## src/rtl/load_store_unit_pkg.sv

```systemverilog
// Shared size codes, FSM state encoding and alignment rule for the load/store unit.
package lsu_pkg;
  localparam logic [1:0] LSU_SIZE_BYTE = 2'd0;
  localparam logic [1:0] LSU_SIZE_HALF = 2'd1;
  localparam logic [1:0] LSU_SIZE_WORD = 2'd3;

  typedef enum logic [1:0] {
    LSU_IDLE  = 2'd0,
    LSU_READ  = 2'd1,
    LSU_WRITE = 2'd2,
    LSU_RESP  = 2'd3
  } lsu_state_t;

  // Size code 2 has no meaning of its own and follows the word rule.
  function automatic logic lsu_misaligned(input logic [1:0] size, input logic [1:0] addr_lo);
    case (size)
      LSU_SIZE_BYTE: return 1'b0;
      LSU_SIZE_HALF: return addr_lo[0];
      default:       return addr_lo != 2'b00;
    endcase
  endfunction
endpackage

```

## src/rtl/load_store_unit_if.sv

```systemverilog
// Request/response and data-memory bus of the load/store unit.
interface load_store_unit_if #(parameter int ADDR_WIDTH = 32);
  logic                  req_valid;
  logic                  req_ready;
  logic                  req_write;
  logic [1:0]            req_size;
  logic                  req_unsigned;
  logic [ADDR_WIDTH-1:0] req_addr;
  logic [31:0]           req_wdata;
  logic                  rsp_valid;
  logic [31:0]           rsp_rdata;
  logic                  rsp_misaligned;
  logic                  rsp_error;
  logic                  mem_req;
  logic                  mem_we;
  logic [ADDR_WIDTH-3:0] mem_addr;
  logic [31:0]           mem_wdata;
  logic                  mem_ack;
  logic [31:0]           mem_rdata;

  modport master (
    output req_valid, req_write, req_size, req_unsigned, req_addr, req_wdata,
    output mem_ack, mem_rdata,
    input  req_ready, rsp_valid, rsp_rdata, rsp_misaligned, rsp_error,
    input  mem_req, mem_we, mem_addr, mem_wdata
  );

  modport slave (
    input  req_valid, req_write, req_size, req_unsigned, req_addr, req_wdata,
    input  mem_ack, mem_rdata,
    output req_ready, rsp_valid, rsp_rdata, rsp_misaligned, rsp_error,
    output mem_req, mem_we, mem_addr, mem_wdata
  );
endinterface

```

## src/rtl/load_store_unit_lane_align.sv

```systemverilog
// Byte/half lane selection: extends load data and merges sub-word store data into a word.
module lsu_lane_align
  import lsu_pkg::*;
(
  input  logic [1:0]  i_addr_lo,
  input  logic [1:0]  i_size,
  input  logic        i_unsigned,
  input  logic [31:0] i_word,
  input  logic [15:0] i_wdata,
  output logic [31:0] o_load_data,
  output logic [31:0] o_store_word
);
  logic [7:0]  w_byte;
  logic [15:0] w_half;

  always_comb begin
    w_byte       = 8'(i_word >> {i_addr_lo, 3'b000});
    w_half       = 16'(i_word >> {i_addr_lo[1], 4'b0000});
    o_load_data  = i_word;
    o_store_word = i_word;
    case (i_size)
      LSU_SIZE_BYTE: begin
        o_load_data = i_unsigned ? {24'h0, w_byte} : {{24{w_byte[7]}}, w_byte};
        o_store_word[{i_addr_lo, 3'b000} +: 8] = i_wdata[7:0];
      end
      LSU_SIZE_HALF: begin
        o_load_data = i_unsigned ? {16'h0, w_half} : {{16{w_half[15]}}, w_half};
        o_store_word[{i_addr_lo[1], 4'b0000} +: 16] = i_wdata;
      end
      default: begin
        o_load_data  = i_word;
        o_store_word = i_word;
      end
    endcase
  end
endmodule

```

## src/rtl/load_store_unit.sv

```systemverilog
// Sequential load/store responder: one access per request, RMW for sub-word stores.
// state | meaning
// IDLE  | ready for a request
// READ  | memory read (load, or first half of a sub-word store)
// WRITE | memory write (word store, or merged word of a sub-word store)
// RESP  | one-cycle completion pulse on rsp_valid
module load_store_unit
  import lsu_pkg::*;
#(
  parameter int ADDR_WIDTH  = 32,
  parameter int ACK_TIMEOUT = 16
) (
  input logic              clock,
  input logic              reset,
  load_store_unit_if.slave bus
);
  localparam int CW = $clog2(ACK_TIMEOUT);
  localparam logic [CW-1:0] CNT_LAST = CW'(ACK_TIMEOUT - 1);

  lsu_state_t            r_state;
  logic                  r_write;
  logic                  r_unsigned;
  logic [1:0]            r_size;
  logic [1:0]            r_addr_lo;
  logic [ADDR_WIDTH-3:0] r_word_addr;
  logic [15:0]           r_wdata;
  logic [31:0]           r_wword;
  logic [CW-1:0]         r_cnt;
  logic                  r_mem_req;
  logic                  r_mem_we;
  logic [ADDR_WIDTH-3:0] r_mem_addr;
  logic [31:0]           r_mem_wdata;
  logic                  r_rsp_valid;
  logic [31:0]           r_rsp_rdata;
  logic                  r_rsp_mis;
  logic                  r_rsp_err;

  logic                  w_word_size;
  logic [31:0]           w_load_data;
  logic [31:0]           w_store_word;

  assign w_word_size = (bus.req_size == LSU_SIZE_WORD) || (bus.req_size == 2'd2);

  lsu_lane_align u_align (
    .i_addr_lo    (r_addr_lo),
    .i_size       (r_size),
    .i_unsigned   (r_unsigned),
    .i_word       (bus.mem_rdata),
    .i_wdata      (r_wdata),
    .o_load_data  (w_load_data),
    .o_store_word (w_store_word)
  );

  // First cycle of READ/WRITE issues the request; the wait counter runs while it is outstanding.
  always_ff @(posedge clock) begin
    if (reset) begin
      r_state     <= LSU_IDLE;
      r_write     <= 1'b0;
      r_unsigned  <= 1'b0;
      r_size      <= 2'd0;
      r_addr_lo   <= 2'd0;
      r_word_addr <= '0;
      r_wdata     <= 16'h0;
      r_wword     <= 32'h0;
      r_cnt       <= '0;
      r_mem_req   <= 1'b0;
      r_mem_we    <= 1'b0;
      r_mem_addr  <= '0;
      r_mem_wdata <= 32'h0;
      r_rsp_valid <= 1'b0;
      r_rsp_rdata <= 32'h0;
      r_rsp_mis   <= 1'b0;
      r_rsp_err   <= 1'b0;
    end else begin
      r_rsp_valid <= 1'b0;
      case (r_state)
        LSU_IDLE: begin
          if (bus.req_valid) begin
            r_write     <= bus.req_write;
            r_unsigned  <= bus.req_unsigned;
            r_size      <= bus.req_size;
            r_addr_lo   <= bus.req_addr[1:0];
            r_word_addr <= bus.req_addr[ADDR_WIDTH-1:2];
            r_wdata     <= bus.req_wdata[15:0];
            r_wword     <= bus.req_wdata;
            r_cnt       <= '0;
            if (lsu_misaligned(bus.req_size, bus.req_addr[1:0])) begin
              r_rsp_valid <= 1'b1;
              r_rsp_mis   <= 1'b1;
              r_rsp_err   <= 1'b0;
              r_rsp_rdata <= 32'h0;
              r_state     <= LSU_RESP;
            end else if (bus.req_write && w_word_size) begin
              r_state <= LSU_WRITE;
            end else begin
              r_state <= LSU_READ;
            end
          end
        end
        LSU_READ: begin
          if (!r_mem_req) begin
            r_mem_req  <= 1'b1;
            r_mem_we   <= 1'b0;
            r_mem_addr <= r_word_addr;
          end else if (bus.mem_ack) begin
            r_mem_req  <= 1'b0;
            r_mem_addr <= '0;
            if (r_write) begin
              r_wword <= w_store_word;
              r_cnt   <= '0;
              r_state <= LSU_WRITE;
            end else begin
              r_rsp_valid <= 1'b1;
              r_rsp_rdata <= w_load_data;
              r_state     <= LSU_RESP;
            end
          end else if (r_cnt == CNT_LAST) begin
            r_mem_req   <= 1'b0;
            r_mem_addr  <= '0;
            r_rsp_valid <= 1'b1;
            r_rsp_err   <= 1'b1;
            r_state     <= LSU_RESP;
          end else begin
            r_cnt <= r_cnt + 1'b1;
          end
        end
        LSU_WRITE: begin
          if (!r_mem_req) begin
            r_mem_req   <= 1'b1;
            r_mem_we    <= 1'b1;
            r_mem_addr  <= r_word_addr;
            r_mem_wdata <= r_wword;
          end else if (bus.mem_ack || (r_cnt == CNT_LAST)) begin
            r_mem_req   <= 1'b0;
            r_mem_we    <= 1'b0;
            r_mem_addr  <= '0;
            r_mem_wdata <= 32'h0;
            r_rsp_valid <= 1'b1;
            r_rsp_err   <= !bus.mem_ack;
            r_state     <= LSU_RESP;
          end else begin
            r_cnt <= r_cnt + 1'b1;
          end
        end
        LSU_RESP: begin
          r_rsp_rdata <= 32'h0;
          r_rsp_mis   <= 1'b0;
          r_rsp_err   <= 1'b0;
          r_state     <= LSU_IDLE;
        end
        default: r_state <= LSU_IDLE;
      endcase
    end
  end

  assign bus.req_ready      = (r_state == LSU_IDLE);
  assign bus.rsp_valid      = r_rsp_valid;
  assign bus.rsp_rdata      = r_rsp_rdata;
  assign bus.rsp_misaligned = r_rsp_mis;
  assign bus.rsp_error      = r_rsp_err;
  assign bus.mem_req        = r_mem_req;
  assign bus.mem_we         = r_mem_we;
  assign bus.mem_addr       = r_mem_addr;
  assign bus.mem_wdata      = r_mem_wdata;
endmodule

```

## src/flat_wrapper.sv

```systemverilog
// flat-port wrapper written by rule: the top's interface ports become plain ports
module load_store_unit_flat import lsu_pkg::*;
#(
  parameter int ADDR_WIDTH  = 32,
  parameter int ACK_TIMEOUT = 16
)
  (clock, reset, bus_req_valid, bus_req_write, bus_req_size, bus_req_unsigned, bus_req_addr, bus_req_wdata, bus_mem_ack, bus_mem_rdata, bus_req_ready, bus_rsp_valid, bus_rsp_rdata, bus_rsp_misaligned, bus_rsp_error, bus_mem_req, bus_mem_we, bus_mem_addr, bus_mem_wdata);
  load_store_unit_if #(.ADDR_WIDTH(ADDR_WIDTH)) bus_i ();
  input logic clock;
  input logic reset;
  input wire logic [$bits(bus_i.req_valid)-1:0] bus_req_valid;
  input wire logic [$bits(bus_i.req_write)-1:0] bus_req_write;
  input wire logic [$bits(bus_i.req_size)-1:0] bus_req_size;
  input wire logic [$bits(bus_i.req_unsigned)-1:0] bus_req_unsigned;
  input wire logic [$bits(bus_i.req_addr)-1:0] bus_req_addr;
  input wire logic [$bits(bus_i.req_wdata)-1:0] bus_req_wdata;
  input wire logic [$bits(bus_i.mem_ack)-1:0] bus_mem_ack;
  input wire logic [$bits(bus_i.mem_rdata)-1:0] bus_mem_rdata;
  output wire logic [$bits(bus_i.req_ready)-1:0] bus_req_ready;
  output wire logic [$bits(bus_i.rsp_valid)-1:0] bus_rsp_valid;
  output wire logic [$bits(bus_i.rsp_rdata)-1:0] bus_rsp_rdata;
  output wire logic [$bits(bus_i.rsp_misaligned)-1:0] bus_rsp_misaligned;
  output wire logic [$bits(bus_i.rsp_error)-1:0] bus_rsp_error;
  output wire logic [$bits(bus_i.mem_req)-1:0] bus_mem_req;
  output wire logic [$bits(bus_i.mem_we)-1:0] bus_mem_we;
  output wire logic [$bits(bus_i.mem_addr)-1:0] bus_mem_addr;
  output wire logic [$bits(bus_i.mem_wdata)-1:0] bus_mem_wdata;
  assign bus_i.req_valid = bus_req_valid;
  assign bus_i.req_write = bus_req_write;
  assign bus_i.req_size = bus_req_size;
  assign bus_i.req_unsigned = bus_req_unsigned;
  assign bus_i.req_addr = bus_req_addr;
  assign bus_i.req_wdata = bus_req_wdata;
  assign bus_i.mem_ack = bus_mem_ack;
  assign bus_i.mem_rdata = bus_mem_rdata;
  assign bus_req_ready = bus_i.req_ready;
  assign bus_rsp_valid = bus_i.rsp_valid;
  assign bus_rsp_rdata = bus_i.rsp_rdata;
  assign bus_rsp_misaligned = bus_i.rsp_misaligned;
  assign bus_rsp_error = bus_i.rsp_error;
  assign bus_mem_req = bus_i.mem_req;
  assign bus_mem_we = bus_i.mem_we;
  assign bus_mem_addr = bus_i.mem_addr;
  assign bus_mem_wdata = bus_i.mem_wdata;
  load_store_unit #(.ADDR_WIDTH(ADDR_WIDTH), .ACK_TIMEOUT(ACK_TIMEOUT)) u_core (.clock(clock), .reset(reset), .bus(bus_i));
endmodule
```

## config.mk

```make
export PLATFORM = sky130hd
export DESIGN_NAME = load_store_unit_flat
export DESIGN_NICKNAME = d
export VERILOG_FILES = /design/src/rtl/load_store_unit_pkg.sv /design/src/rtl/load_store_unit_if.sv /design/src/rtl/load_store_unit_lane_align.sv /design/src/rtl/load_store_unit.sv /design/src/flat_wrapper.sv
export SDC_FILE = /design/constraint.sdc
export NUM_CORES = 1
export LEC_CHECK = 0
export CAP_MARGIN = 20
export CORE_UTILIZATION = 51
export DETAILED_ROUTE_END_ITERATION = 12
export GPL_TIMING_DRIVEN = 0
export PLACE_DENSITY = 0.88
export SKIP_LAST_GASP = 1
export SLEW_MARGIN = 5
export SYNTH_ARGS = -nofsm -noshare
export SYNTH_HDL_FRONTEND = slang
export SYNTH_SLANG_ARGS = --single-unit
```

## constraint.sdc

```tcl
create_clock -name clock -period 3.1 [get_ports clock]
set_input_delay 0.31 -clock clock [delete_from_list [all_inputs] [get_ports clock]]
set_output_delay 0.31 -clock clock [all_outputs]
set_load 0.05 [all_outputs]
```

==> summary.txt, run 1 <==
Status: finished, final reports clean
Switching power: 3850 uW
Net count, final: 1404
CORE AREA: 0.0174 mm^2
Die W: 136 um
Die area: 0.0184 mm^2
# setup viols final: 0
Share of layout cells above drive strength 1: 7.44%
Initial drt markers: 920
Combinational power share: 40.9%
Peak Freq: 0.345 GHz
CTS tree: done
WP buf/inv: 3
Async set or reset register ratio after synthesis: 0%
Most frequent cells in the layout: 202 x clkdlybuf4s50_1, 192 x nand2_1, 189 x dfxtp_1
FILL cells: 1404
Cells after Synth: 1069
Via count: 9485
Main synth FF type: dfxtp_1
CP max FO: 12
Max Buffers Root-to-Sink: 2
Drt total wl: 30200 um
RSZ-0062 raised after global routing: false
Final period utilization: 93.6%
Antenna diodes: 0
Number of buffers created by CTS: 17
Worst vdd ir: 0.487 mV
Hold buffers post-CTS: 0
DRC viols: 0
Fin. max-slew vios: 0
Synth cell types: 63
#FFs+latches synth: 189
Syn Std Cell Area: 0.00909 mm^2
Internal: 5390 uW
Max cap viols: 0
CP startpoint kind: flop
Mapped Nets: 1183
Main area contributors after synthesis: dfxtp_1 42%, nand2_1 7.9%, a21oi_1 5.8%, o41ai_2 5.0%, a22o_1 4.5%
CTS H-tree depth: 4
Critical-path top delay cell: a221oi_1
First-pass iteration count of the detailed router: 6
Starting Density: 52.4%
Setup TNS: 0 ns
Num rows: 48
Crit path time final: 2.90 ns
Worst-path cell chain: inv_2, clkbuf_1, ha_1, and4b_1, buf_1, a22o_1, a221oi_1, o41ai_2
PwrDens: 771 mW/mm^2
Sequential Power Share: 35.0%
Final hold vios: 0
Switching share of power: 41.7%
Critical path class: reg2reg
Sink Count: 189
Port Buf Inserts: 202
Via-to-Cell Ratio: 6.21
P_leak: 0.00427 uW
Initial antenna violation count: 0
Yosys top cell by area: dfxtp_1
Vias in the first global route: 8963
Synth warn: 0
Worst min-delay path class: in2reg
Post-DRT Antenna Nets: 0
Clock power share: 24.2%
Mapped Avg Cell Area: 8.51 um^2
Cell family with most CP delay: buffers and inverters
Overall power: 9240 uW
GRT overflow: 0
Overall routing resource usage: 33.0%
Reg area: 0.00378 mm^2
Final Skew: 0.0124 ns
Pin count of the biggest net entering global routing: 18
Slew headroom: 47.5%
Worst slew pin tran: 0.787 ns
Io pins: 204
Post-synth EDFFs: 0
Root buf cell: clkbuf_16
Yosys top cell area share: 41.6%
Skew-Pair Late Insertion Delay: 0.45 ns
Area grow syn2layout: 31.8%
DP Wirelength: 21900 um
# Post-CTS Setup Buffers: 0
Worst EP arrival: 3.20 ns
Gp weighted congestion: 0.936
Register area share after synthesis: 41.6%
Largest stage delay, worst path: 0.50 ns
Clk slew on worst S/H paths: 0.07 ns
Die extent in y: 136 um
Global-route wire length before repair: 47100 um
Crit end category: flop
Wire length per cell: 19.7 um
Post-CTS sizing: 0
Most common cell after layout, fill and taps aside: clkdlybuf4s50_1
Multi-input logic area: 0.00482 mm^2
Worst endpoint required time: 3.40 ns
[sequential cells by signal (all words and copies together), names as in the netlist, 2 cells and up]
register / flops
u_core.r_size: 2
u_core.r_wword: 32
u_core.r_state: 2
u_core.bus.mem_addr: 30
u_core.r_addr_lo: 2
u_core.r_word_addr: 30
u_core.r_cnt: 4
u_core.bus.mem_wdata: 32
u_core.r_wdata: 16
u_core.bus.rsp_rdata: 32
[layout make-up]
class	count	share of cell area (%)
repair buffers	202	16.9
well taps	225	2.35
flip-flops and latches	189	31.6
clock inverters	12	1.28
inverters	21	0.657
multi-input cells	759	40.2
clock buffers	20	3.64
plain buffers	100	3.41
[per-layer routing]
layer / share of wire (%) / GRT usage (%) / wire length, um / up-vias
met4: 4.3 / 16.1 / 1290 / 0
met1: 39 / 41.3 / 11800 / 4467
met3: 11 / 7.86 / 3180 / 118
met5: 0 / 0 / 0 / -
li1: - / - / - / 4342
met2: 46 / 53.2 / 13900 / 558
[kinds of logic after synthesis]
logic type      synth area share, %
buf+inv                        5.37
fa+ha+maj                      1.38
mux                            2.68
compound gates                 29.8
simple gates                   19.1
flops                          41.6
[power by group through the flow]
stage	combinational (uW)	sequential, uW	clock, uW
2_1_floorplan	2240	3540	0
3_3_place_gp	3620	3250	0
3_5_place_dp	3690	3260	0
4_1_cts	3720	3210	2240
5_1_grt	4050	3270	2350
6_report	3780	3230	2230
[synth_stat cells (12+ instances only)]
library cell	instances
a32o_1	23
dfxtp_1	189
nor2_1	73
o21ai_0	13
nand2_1	192
a221oi_1	32
a22o_1	47
inv_1	18
nand2b_1	25
buf_1	12
a21oi_1	105
nand3_1	67
clkbuf_1	66
a22oi_1	36
buf_2	21
o41ai_2	28
[worst reg2reg max path, cell delays in order (launching register included)]
cell and delay, ns:
dfxtp_1 0.42, inv_2 0.21, clkbuf_1 0.46, ha_1 0.38
and4b_1 0.21, buf_1 0.21, a22o_1 0.23, a221oi_1 0.50
o41ai_2 0.13
[through the flow]
stage               setup WS [ns]  hold WS [ns]  instances  utilization [%]  instance area, um^2
detailed placement          0.327         0.445       1496             65.7                11400
CTS                         0.313         0.386       1528             69.1                12000
floorplan                   0.794         0.437       1069                -                 9090
global placement            0.364         0.437       1496             65.7                11400
finish                      0.200         0.406       1528             69.1                12000
global route                0.134         0.419       1528             69.1                12000
[final timing paths]
path	startpoint	endpoint	slack [ns]	cells past startpoint
max	u_core.r_addr_lo[1]	u_core.r_wword[10]	0.20	8
min	bus_mem_ack	u_core.bus.rsp_error	0.41	3
max reg2reg	u_core.r_addr_lo[1]	u_core.r_wword[10]	0.20	8
min reg2reg	u_core.bus.mem_addr[8]	u_core.bus.mem_addr[8]	0.45	2
(Power assumes the default switching activity.)
==> run 2, diff against run 1 <==
--- a/config.mk
+++ b/config.mk
@@ -6,6 +6,7 @@
 export NUM_CORES = 1
 export LEC_CHECK = 0
 export CAP_MARGIN = 20
+export CORE_MARGIN = 2
 export CORE_UTILIZATION = 51
 export DETAILED_ROUTE_END_ITERATION = 12
 export GPL_TIMING_DRIVEN = 0
==> run 2 against run 1 <==
Flip-flop and latch count is the same. Total power grew 0.56%. Core utilization grew 0.12 points. Sequential share of layout area shrank 0.056 points. Sequential power is essentially flat. Global-route usage shrank 0.48 points. Critical path type unchanged. Register-to-register slack lost 0.05 ns. Cell count is essentially flat.
==> summary.txt, run 2 (same netlist as run 1, synthesis figures left out) <==
Status: finished, final reports clean
Die extent in y: 138 um (+1.5%)
Vias in the first global route: 9231 (+3.0%)
Pin count of the biggest net entering global routing: 20 (+2)
Skew-Pair Late Insertion Delay: 0.45 ns (about the same)
Layout Cells excl Fill: 1529 (+0.065%)
Worst EP arrival: 3.25 ns (+0.05 ns)
Crit path time final: 2.95 ns (+0.0524 ns)
Placed cells: 1496 (unchanged)
Peak Freq: 0.339 GHz (-1.8%)
Via count: 9688 (+2.1%)
Setup TNS: 0 ns (unchanged)
Net count, final: 1404 (unchanged)
Most frequent CP cell: clkbuf_1
Initial drt markers: 863 (-6.2%)
# Post-CTS Setup Buffers: 0 (unchanged)
Wire length per cell: 20.1 um (+1.9%)
Initial antenna violation count: 1 (+1)
Root buf cell: clkbuf_16
DP Area: 0.0114 mm^2 (unchanged)
Slew headroom: 50.2% (+2.7 points)
Starting Density: 52.4% (unchanged)
Overall routing resource usage: 32.5% (-0.48 points)
DP Wirelength: 22400 um (+1.9%)
Worst-path cell chain: inv_2, clkbuf_1, ha_1, nor4bb_1, clkbuf_1, a22o_1, a221oi_1, o41ai_2
Critical-path top delay cell: a221oi_1
CORE AREA: 0.0174 mm^2 (unchanged)
Share of layout cells above drive strength 1: 7.67% (+0.23 points)
Gp weighted congestion: 0.980 (+4.7%)
Fin. max-slew vios: 0 (unchanged)
GRT overflow: 0 (unchanged)
Num rows: 48 (unchanged)
Io pins: 204 (unchanged)
CP startpoint kind: flop
Drt total wl: 30800 um (+2.0%)
First-pass iteration count of the detailed router: 6 (unchanged)
Most frequent cells in the layout: 202 x clkdlybuf4s50_1, 192 x nand2_1, 189 x dfxtp_1
Max Buffers Root-to-Sink: 2 (unchanged)
Fin area: 0.0120 mm^2 (+0.18%)
Worst slew pin tran: 0.747 ns (-0.0404 ns)
Multi-input logic area: 0.00482 mm^2 (unchanged)
Final hold vios: 0 (unchanged)
RSZ-0062 raised after global routing: false
Global-route wire length before repair: 48000 um (+1.8%)
PwrDens: 774 mW/mm^2 (+0.38%)
CP max FO: 12 (unchanged)
Post-CTS sizing: 0 (unchanged)
Port Buf Inserts: 202 (unchanged)
Die area: 0.0189 mm^2 (+3.0%)
Number of buffers created by CTS: 17 (unchanged)
Hold buffers post-CTS: 0 (unchanged)
Worst vdd ir: 0.526 mV (+8.0%)
FILL cells: 1390 (-1.0%)
Crit end category: flop
Largest stage delay, worst path: 0.60 ns (+0.10 ns)
Worst min-delay path class: in2reg
Via-to-Cell Ratio: 6.34 (+2.1%)
Most common cell after layout, fill and taps aside: clkdlybuf4s50_1
CTS H-tree depth: 4 (unchanged)
Sink Count: 189 (unchanged)
# setup viols final: 0 (unchanged)
Final period utilization: 95.2% (+1.7 points)
Die W: 138 um (+1.5%)
DRC viols: 0 (unchanged)
Post-DRT Antenna Nets: 0 (unchanged)
Max cap viols: 0 (unchanged)
Area grow syn2layout: 32.1%
Clk slew on worst S/H paths: 0.08 ns (about the same)
P_leak: 0.00429 uW (+0.43%)
Reg area: 0.00378 mm^2 (unchanged)
Worst endpoint required time: 3.39 ns (about the same)
Final Skew: 0.00981 ns (-0.00257 ns)
Critical path class: reg2reg
CTS tree: done
## run 2: cell count changes in the layout (fill, tap and decap cells not counted)
cell and change:
inv_8 +1, inv_12 +1, clkbuf_1 -3, clkinv_8 +1, clkinvlp_4 -2, clkbuf_8 +1, diode_2 +1, inv_6 +2
bufinv_16 -1
## run 2: area by class of cell
type / instances / share of cell area, %
Antenna cell: 1 / 0.0208
Buffer: 100 / 3.41
Clock buffer: 18 / 3.66
Clock inverter: 14 / 1.42
Inverter: 21 / 0.656
Multi-Input combinational cell: 759 / 40.2
Sequential cell: 189 / 31.5
Tap cell: 225 / 2.34
Timing Repair Buffer: 202 / 16.8
## run 2: worst max-delay path, delay by kind of cell, from the launching register on
| family | cells | cell delay (ns) |
|---|---|---|
| compound gates | 3 | 0.99 |
| fa+ha+maj | 1 | 0.38 |
| buf+inv | 3 | 0.87 |
| flops | 1 | 0.41 |
| simple gates | 1 | 0.14 |
## run 2: routing by layer
layer	part of all wire (%)	up-vias	track usage, %
met5	0	-	0
met4	4.3	0	14.8
li1	-	4359	-
met3	11	113	7.98
met1	38	4566	40.8
met2	46	650	52.8
## run 2: final timing paths
path / cells past startpoint / end / slack [ns] / from
max: 8 / u_core.r_wword[19] / 0.15 / u_core.r_addr_lo[1]
min: 3 / u_core.r_word_addr[10] / 0.40 / bus_req_addr[12]
max reg2reg: 8 / u_core.r_wword[19] / 0.15 / u_core.r_addr_lo[1]
min reg2reg: 2 / u_core.bus.mem_addr[2] / 0.45 / u_core.bus.mem_addr[2]
## run 2: power breakdown
group	leakage (uW)	internal, uW	switching [uW]
combinational	0.00246	1290	2500
clock	0.000295	1180	1080
sequential	0.00154	2880	358
total	0.00429	5360	3940
## run 2: stage by stage
stage	total power (uW)	util, %	hold WS [ns]	worst slack (ns)
6_report	9290	69.2	0.402	0.147
3_3_place_gp	6880	65.7	0.440	0.359
2_1_floorplan	5780	-	0.437	0.794
4_1_cts	9210	69.2	0.400	0.233
3_5_place_dp	6960	65.7	0.445	0.335
5_1_grt	9730	69.2	0.411	0.0496
==> edit: new RTL, flow settings as in run 1 <==
Reset style: asynchronous (`reset`), changed in one clocked block.
--- a/src/rtl/load_store_unit.sv
+++ b/src/rtl/load_store_unit.sv
@@ -54,3 +54,3 @@
   // First cycle of READ/WRITE issues the request; the wait counter runs while it is outstanding.
-  always_ff @(posedge clock) begin
+  always_ff @(posedge clock or posedge reset) begin
     if (reset) begin
Function: differs if reset is asserted again (counterexample within 4 cycles, from zero or initial values and one cycle with reset high); with reset held inactive, the same outputs for 4 cycles.
==> edit against run 1 <==
Worst setup slack got worse by 0.011 ns. Sequential cell count did not move. Clock skew fell by 0.0038 ns. Area after synthesis is 2.3% higher. Global-route usage shrank 0.74 points. Final area up 2.7%. Sequential share of layout area is 6.8 points higher. Count of clock-buffer cells in the layout is 2 lower. Worst hold slack lost 0.15 ns. Wire length decreased by 3.6%. Largest cell class is now sequential cells. Highest routed layer unchanged.
Power is not compared: it rests on default switching activity, and its combinational part moved more than twofold at a synthesized area within 25%.
==> edit: results (changes against run 1) <==
post-synthesis cell count: 871 (was 1069)
Overall Power: 14.6 mW
reg2reg start: u_core.r_addr_lo[1]$_DFFE_PP0P_ (was u_core.r_addr_lo[1]$_SDFFE_PP0P_)
initial antenna violation count: 1 (was 0)
normalized max-slew margin: 0.418 (was 0.475)
crit path DAT: 3.29 ns (was 3.20 ns)
Fill cells: 1364 (was 1404)
GRT met3 Usage: 0.0737 (was 0.0786)
crit path capture: u_core.r_wword[27]$_DFFE_PP0P_ (was u_core.r_wword[10]$_SDFFE_PP0P_)
Netlist cell types: 54 (was 63)
PortBufs: 203 (was 202)
worst-path fanout max: 10 (was 12)
Via Count: 8338 (was 9485)
Total Wirelength: 29.1 mm (was 30.2 mm)
post-synthesis sequential area ratio: 0.508 (was 0.416)
met3 WL post-DR: 2.66 mm (was 3.18 mm)
Synth Net Count: 986 (was 1183)
skew final: 0.00862 ns (was 0.0124 ns)
Hold Crit Class: in2async (was in2reg)
Routed met1 length: 11.6 mm (was 11.8 mm)
outcome: finished, final reports clean (unchanged)
largest net degree at the start of global routing: 43 (was 18)
fraction of registers with async set/reset: 1.00 (was 0)
Post-DP HPWL: 21.4 mm (was 21.9 mm)
period utilization: 0.939 (was 0.936)
==> edit: critical path: stages, from the launching register on <==
cell and delay (ns):
dfrtp_1 0.39, buf_2 0.22, buf_2 0.26, inv_1 0.16, ha_1 0.37, nor4bb_1 0.31, clkbuf_1 0.40, a22oi_1 0.14
o2111ai_1 0.40, a22o_1 0.20
==> edit: layout make-up <==
class	instances	area share
repair buffers	208	0.173
multi-input cells	588	0.339
flip-flops and latches	189	0.384
well taps	229	0.0233
inverters	23	0.00732
plain buffers	71	0.0248
clock inverters	13	0.0121
diodes	1	0.000203
clock buffers	18	0.0357
==> edit: cell families (layout without fill, tap and decap cells) <==
logic type | after synthesis | count (layout) | synth area share
and+or+nand+nor | 255 | 255 | 0.127
DFF | 189 | 189 | 0.508
muxes | 74 | 74 | 0.0981
buffers and inverters | 94 | 333 | 0.0421
adders and majority gates | 11 | 11 | 0.0148
other | 0 | 1 | 0
AOI/OAI and AO/OA | 248 | 248 | 0.209
